===== src/rtl/uart_tx_arbiter.sv =====
// uart_tx_arbiter: round-robin front end that hands frames from two requesters
// to a UART transmitter, supervises the transmitter start and enforces an idle
// gap between frames.
module uart_tx_arbiter #(
  parameter int DBITS         = 8,
  parameter int FRAME_SIZE    = 4,
  parameter int GAP_CYCLES    = 16,
  parameter int START_TIMEOUT = 255,
  localparam int FW           = DBITS * FRAME_SIZE
) (
  input  logic          clk_100MHz,
  input  logic          reset,
  input  logic          req_a,
  input  logic [FW-1:0] data_a,
  output logic          ack_a,
  input  logic          req_b,
  input  logic [FW-1:0] data_b,
  output logic          ack_b,
  input  logic          tx_busy,
  output logic          tx_trigger,
  output logic [FW-1:0] tx_in,
  output logic          owner,
  output logic          start_err,
  output logic [7:0]    err_count,
  output logic [1:0]    fsm_state
);

  // Handshake: req_x acts as "valid" and must stay high with data_x stable
  // until ack_x; ack_x is the one-cycle "accepted" pulse, issued only on the
  // capture edge and always together with tx_trigger. Dropping req_x before
  // ack_x withdraws the request silently.

  typedef enum logic [1:0] {
    IDLE       = 2'd0,
    WAIT_START = 2'd1,
    WAIT_DONE  = 2'd2,
    GAP        = 2'd3
  } state_t;

  // Counter value on the cycle whose increment would reach the limit.
  localparam logic [15:0] TIMEOUT_LAST = 16'(START_TIMEOUT - 1);
  localparam logic [15:0] GAP_LAST     = 16'(GAP_CYCLES - 1);

  state_t      state;
  state_t      state_next;
  logic [15:0] cnt;
  logic        grant;
  logic        pick_b;
  logic        cnt_clr;
  logic        cnt_inc;
  logic        timeout;

  // Next-state decode plus the per-cycle control strobes for the datapath.
  always_comb begin
    state_next = state;
    grant      = 1'b0;
    pick_b     = 1'b0;
    cnt_clr    = 1'b0;
    cnt_inc    = 1'b0;
    timeout    = 1'b0;
    case (state)
      IDLE: begin
        if (req_a || req_b) begin
          grant      = 1'b1;
          // On a tie the requester that was not served last wins.
          pick_b     = req_b && (!req_a || !owner);
          cnt_clr    = 1'b1;
          state_next = WAIT_START;
        end
      end
      WAIT_START: begin
        if (tx_busy) begin
          state_next = WAIT_DONE;
        end else if (cnt == TIMEOUT_LAST) begin
          timeout    = 1'b1;
          cnt_clr    = 1'b1;
          state_next = GAP;
        end else begin
          cnt_inc = 1'b1;
        end
      end
      WAIT_DONE: begin
        if (!tx_busy) begin
          cnt_clr    = 1'b1;
          state_next = GAP;
        end
      end
      GAP: begin
        if (cnt == GAP_LAST) begin
          cnt_clr    = 1'b1;
          state_next = IDLE;
        end else begin
          cnt_inc = 1'b1;
        end
      end
      default: state_next = IDLE;
    endcase
  end

  // State register.
  always_ff @(posedge clk_100MHz) begin
    if (!reset) state <= IDLE;
    else        state <= state_next;
  end

  // Shared counter: start-timeout measure in WAIT_START, gap length in GAP.
  always_ff @(posedge clk_100MHz) begin
    if (!reset || cnt_clr) cnt <= '0;
    else if (cnt_inc)      cnt <= cnt + 16'd1;
  end

  // Frame capture, owner tracking and the one-cycle grant pulses.
  always_ff @(posedge clk_100MHz) begin
    if (!reset) begin
      tx_in      <= '0;
      owner      <= 1'b1;
      ack_a      <= 1'b0;
      ack_b      <= 1'b0;
      tx_trigger <= 1'b0;
    end else begin
      ack_a      <= grant && !pick_b;
      ack_b      <= grant && pick_b;
      tx_trigger <= grant;
      if (grant) begin
        tx_in <= pick_b ? data_b : data_a;
        owner <= pick_b;
      end
    end
  end

  // Start-timeout pulse and saturating error counter.
  always_ff @(posedge clk_100MHz) begin
    if (!reset) begin
      start_err <= 1'b0;
      err_count <= 8'd0;
    end else begin
      start_err <= timeout;
      if (timeout && (err_count != 8'hFF)) err_count <= err_count + 8'd1;
    end
  end

  assign fsm_state = state;

endmodule


===== config.mk =====
export PLATFORM = sky130hd
export DESIGN_NAME = uart_tx_arbiter
export DESIGN_NICKNAME = d
export VERILOG_FILES = /design/src/rtl/uart_tx_arbiter.sv
export SDC_FILE = /design/constraint.sdc
export NUM_CORES = 1
export LEC_CHECK = 0
export ABC_AREA = 1
export BUFFER_PORTS_ARGS = -buffer_cell sky130_fd_sc_hd__buf_2
export CORE_MARGIN = 10
export CORE_UTILIZATION = 54
export CTS_BUF_LIST = sky130_fd_sc_hd__clkbuf_8 sky130_fd_sc_hd__clkbuf_16
export DETAILED_ROUTE_END_ITERATION = 7
export PLACE_DENSITY = 0.85
export SYNTH_ARGS = -nofsm -noshare
export SYNTH_HDL_FRONTEND = slang
export SYNTH_SLANG_ARGS = --single-unit

===== constraint.sdc =====
create_clock -name clk_100MHz -period 2.4 [get_ports clk_100MHz]
set_input_delay 0.48 -clock clk_100MHz [delete_from_list [all_inputs] [get_ports clk_100MHz]]
set_output_delay 0.48 -clock clk_100MHz [all_outputs]
set_load 0.05 [all_outputs]

### Word-level counts from Yosys, hierarchy flattened

Cells that the tools add are included.

* flip-flop bits (word level): 63
* bits in latches: 0
* bits in writable memories: 0
* ROM bits: 0
* memories kept: 0

* add/sub/neg operators: 2
* $mul: 0
* div/mod/pow operators: 0
* magnitude comparators: 0
* equality and inequality tests: 10
* shifts and indexed selects: 0
* multiplexer cells: 21
* bitwise gates (word level): 0
* reduce and logical (&&, ||, !) cells: 13

Operator list (count)
* $mux 32: 1
* $add 16x1->16 const B: 1
* $eq 16x4->1 const B: 1
* $eq 16x8->1 const B: 1
* $mux 1: 12
* $mux 2: 5
* $add 8x1->8 const B: 1
* $ne 8x8->1 const B: 1
* $pmux 2 s4: 1
* $ne 2x2->1 const B: 3
* $eq 2x2->1 const B: 2
* $logic_and 1x1->1: 4
* $logic_not 1->1: 4
* $pmux 1 s4: 1
* $reduce_and 4->1: 1
* $logic_or 1x1->1: 3
* $ne 3x3->1 const B: 1
* $eq 2x1->1 const B: 1
* $logic_not 2->1: 1
* $pmux 1 s2: 1

### Logic depth before layout (Yosys ltp)

* depth after elaboration: 7
* gate-level depth with buffers: 12
* gate-level depth less buffers: 11

### Worst setup path after synthesis

Ideal clock, no wire load.

* path kind: register to register
* from: reg state[0], in the netlist fsm_state[0]
* to: reg tx_in[22]
* arrival time: 1.944 ns
* slack: 0.385 ns
* stages on the path, launching flop included: 10
* buffers on the path: 2
* clock period less this slack: 2.015 ns
* path through: dfxtp_1 -> inv_1 -> ha_1 -> inv_1 -> nor2_1 -> buf_2 -> clkinv_1 -> clkbuf_1 -> nand2_1 -> a21oi_1

* longest elaborated chain between the ends: 3
* elaborated cells on any way between the ends: 4
* classes of those cells: mux: 3; reduce/logical: 1

Ends and longest elaborated chain
* start, declared: line 44 `state_t state;`
* start signal, assigned: line 103 `else state <= state_next;`
* $logic_not 2->1 (*): line 61 `case (state)`
* $mux 1: line 61
* $mux 32: line 125 `tx_in <= pick_b ? data_b : data_a;`
* end signal, assigned: line 125
* end, declared: line 21 `output logic [FW-1:0] tx_in,`

Every way passes the cells marked *; elsewhere a longest branch is shown, timed or not.
A chain may end at the register's enable or synchronous reset.

### Final worst setup path

* from: reg state[0], in the netlist fsm_state[0]
* to: reg tx_in[30]

The elaborated chain is that of the path after synthesis.

==> run_results.csv <==
group,metric,value,unit
place,place_hpwl,7260,um
synth,synthCells,512,
clock_network,numCtsBuffers,9,
route,dr.pass1.iters,4,
min_path,min_to,"tx_in[26]$_SDFFE_PN0P_",
sta,fin_crit_sh,78.9,%
floorplan,fp.dieH,98.7,um
clock_network,cts_root_buf,"clkbuf_8",
clock_network,clock-sinks,63,
floorplan,core_region_area,0.00596,mm2
critical_path,required,2630,ps
route,ant_nets,0,
power,combPwrFrac,46.0,%
floorplan,rows,28,
place,place_inst,684,
sta,relSlewSlack,68.6,%
final_layout,diodes,0,
sta,worst_slack,506,ps
synth,synth.distinct_cells,28,
critical_path,r2r-start,"fsm_state[0]$_SDFFE_PN0P_",
synth,ys_ff_latch,63,
flow_run,max_cap_violations,0,
sta,fin_crit,1890,ps
final_layout,mostFrequentLayoutCells,"nand2_1 (179), buf_2 (115), dfxtp_1 (63)",
synth,synth_area,0.00334,mm2
route,routed_via_density,5.08,
min_path,hold_depth,3,
global_routing,track_usage,19.3,%
min_path,hp-start,"data_a[26]",
critical_path,end_kind,"flop",
route,wl_per_cell,13.6,um
final_layout,stdcell_count,699,
floorplan,dieArea,0.00974,mm2
sta,fmax,528,MHz
sta,clock_skew,8.91,ps
power,peakVddDrop,0.000766,V
global_routing,grt_pass1_wl,15800,um
final_layout,drive_gt1_share,24.7,%
final_layout,fill_cells,516,
clock_network,cts_tree,"yes",
synth,yosysTopAreaCellShare,37.7,%
synth,synth_nets,588,
place,pre_cts_ws,543,ps
synth,avgSynthCellArea,6.53,um2
sta,setup-tns-final,0,ps
sta,hold_viol_final,0,
floorplan,start_util,56.1,%
power,p_clk_share,23.3,%
synth,synth_warnings,0,
sta,rsz0062_at_grt,"no",
place,io_buffers,115,
synth,yosysTopAreaCell,"dfxtp_1",
clock_network,cts_resized,0,
clock_network,cts_hold_buf,0,
min_path,hold_class,"in -> reg",
sta,holdWs,407,ps
global_routing,antenna_found_initial,0,
critical_path,critPathArrivalTime,2130,ps
global_routing,grt_max_degree,37,
route,remaining_drc_errors,0,
clock_network,cts_buffer_depth,2,
critical_path,startpoint_type,"flop",
critical_path,r2r_setup_slack,510,ps
power,power.total,4.54,mW
place,gp_congestion,0.873,
power,p_sw_share,46.0,%
route,drt_wl_total,9500,um
power,power_density,1090,mW/mm2
power,sequentialPowerShare,30.7,%
clock_network,postCtsSetupRepairBufs,0,
clock_network,htree_num_levels,3,
global_routing,grt_pass1_vias,3498,
final_layout,finalNetCount,696,
critical_path,worstPathMaxFanout,25,
power,p_int,2.45,mW
critical_path,r2r_cells,10,
status,outcome,"finished clean",
final_layout,final_common_cell,"nand2_1",
sta,setup_viol,0,
clock_network,clkSlewWorstSetupHoldPaths,70,ps
global_routing,grt_overflow_total,0,
clock_network,worstSkewPairLatency,330,ps
route,drtIter0Drc,165,
floorplan,die_x,98.7,um
final_layout,area_delta_synth_final,24.9,%
synth,ys_seq_area_share,37.7,%
floorplan,ioPinCount,116,
power,leakage,2.05,nW
power,p_sw,2.09,mW
sta,maxSlewViolCount,0,
synth,synth_area_leaders,"dfxtp_1 (38%), nand2_1 (20%), nor2_1 (5.8%)",
critical_path,critPathKind,"reg -> reg",
route,num_vias,3552,
critical_path,reg2reg_to,"tx_in[30]$_SDFFE_PN0P_",
sta,worstMarginPinSlew,470,ps
==> power by group through the flow <==
stage | logic [mW] | clock network [mW] | registers (mW)
3_3_place_gp | 2.06 | 0 | 1.40
2_1_floorplan | 0.850 | 0 | 2.14
3_5_place_dp | 2.10 | 0 | 1.40
4_1_cts | 2.10 | 1.07 | 1.39
6_report | 2.09 | 1.06 | 1.39
5_1_grt | 2.27 | 1.11 | 1.42
==> worst max path at each step <==
stage | end | slack (ps) | start
3_3_place_gp | cnt[12]$_SDFFE_PP0P_ | 630 | cnt[0]$_SDFFE_PP0P_
3_5_place_dp | cnt[15]$_SDFFE_PP0P_ | 540 | cnt[0]$_SDFFE_PP0P_
2_1_floorplan | tx_in[22]$_SDFFE_PN0P_ | 390 | fsm_state[0]$_SDFFE_PN0P_
4_1_cts | tx_in[30]$_SDFFE_PN0P_ | 530 | fsm_state[0]$_SDFFE_PN0P_
6_report | tx_in[30]$_SDFFE_PN0P_ | 510 | fsm_state[0]$_SDFFE_PN0P_
5_1_grt | tx_in[30]$_SDFFE_PN0P_ | 310 | fsm_state[0]$_SDFFE_PN0P_
==> synthesized netlist by cell type, drive strengths merged <==
master / number
o211ai: 1
clkbuf: 11
dfxtp: 63
ha: 7
a31oi: 6
nand3: 34
clkinv: 2
buf: 12
nand2: 186
xor2: 3
inv: 40
xnor2: 7
and2: 1
o21ai: 33
a21oi: 34
nor2: 57
nand4: 9
o21bai: 1
nand3b: 1
nor3: 4
==> cell type report <==
class / instances / area (um2) / area share [%]
Multi-Input combinational cell: 384 / 1800 / 43.2
Sequential cell: 63 / 1260 / 30.2
Timing Repair Buffer: 120 / 626 / 15.0
Clock buffer: 12 / 165 / 3.96
Inverter: 42 / 158 / 3.78
Tap cell: 75 / 93.8 / 2.25
Clock inverter: 3 / 65.1 / 1.56
==> flip-flops by register name (all words and copies together) (netlist names) <==
signal / flops
err_count: 8
start_err: 1
tx_trigger: 1
fsm_state: 2
ack_a: 1
cnt: 16
ack_b: 1
tx_in: 32
owner: 1
==> kinds of logic (layout without fill, tap and decap cells) <==
family,Yosys count,after routing,share of synthesized area (%)
and+or+nand+nor,292,292,36.7
AOI/OAI and AO/OA,75,75,11.9
buffers and inverters,65,177,8.35
DFF,63,63,37.7
xor gates and xnor gates,10,10,2.62
adders and majority gates,7,7,2.62
==> metrics by stage <==
stage | area (um2) | utilization (%)
after detailed placement | 3940 | 66.2
after global placement | 3940 | 66.2
after CTS | 4170 | 70.1
after global routing | 4170 | 70.1
final | 4170 | 70.1
after floorplan | 3340 | -
==> critical path: stages (launching register included) <==
cell and delay, ps:
dfxtp_1 360, inv_1 140, ha_1 210, inv_1 90
nor2_2 160, clkinv_1 310, buf_12 280, nand2_1 60
nand3_1 70, nand2_1 70, inv_1 50
==> routing by layer <==
| metal | share of wire, % | up-vias | track usage (%) | wire length [um] |
|---|---|---|---|---|
| li1 | - | 1840 | - | - |
| met1 | 40 | 1594 | 20.7 | 3840 |
| met2 | 51 | 101 | 33.9 | 4800 |
| met3 | 7.0 | 17 | 6.28 | 666 |
| met4 | 2.0 | 0 | 8.27 | 194 |
| met5 | 0 | - | 0 | 0 |
(Power assumes the default switching activity.)
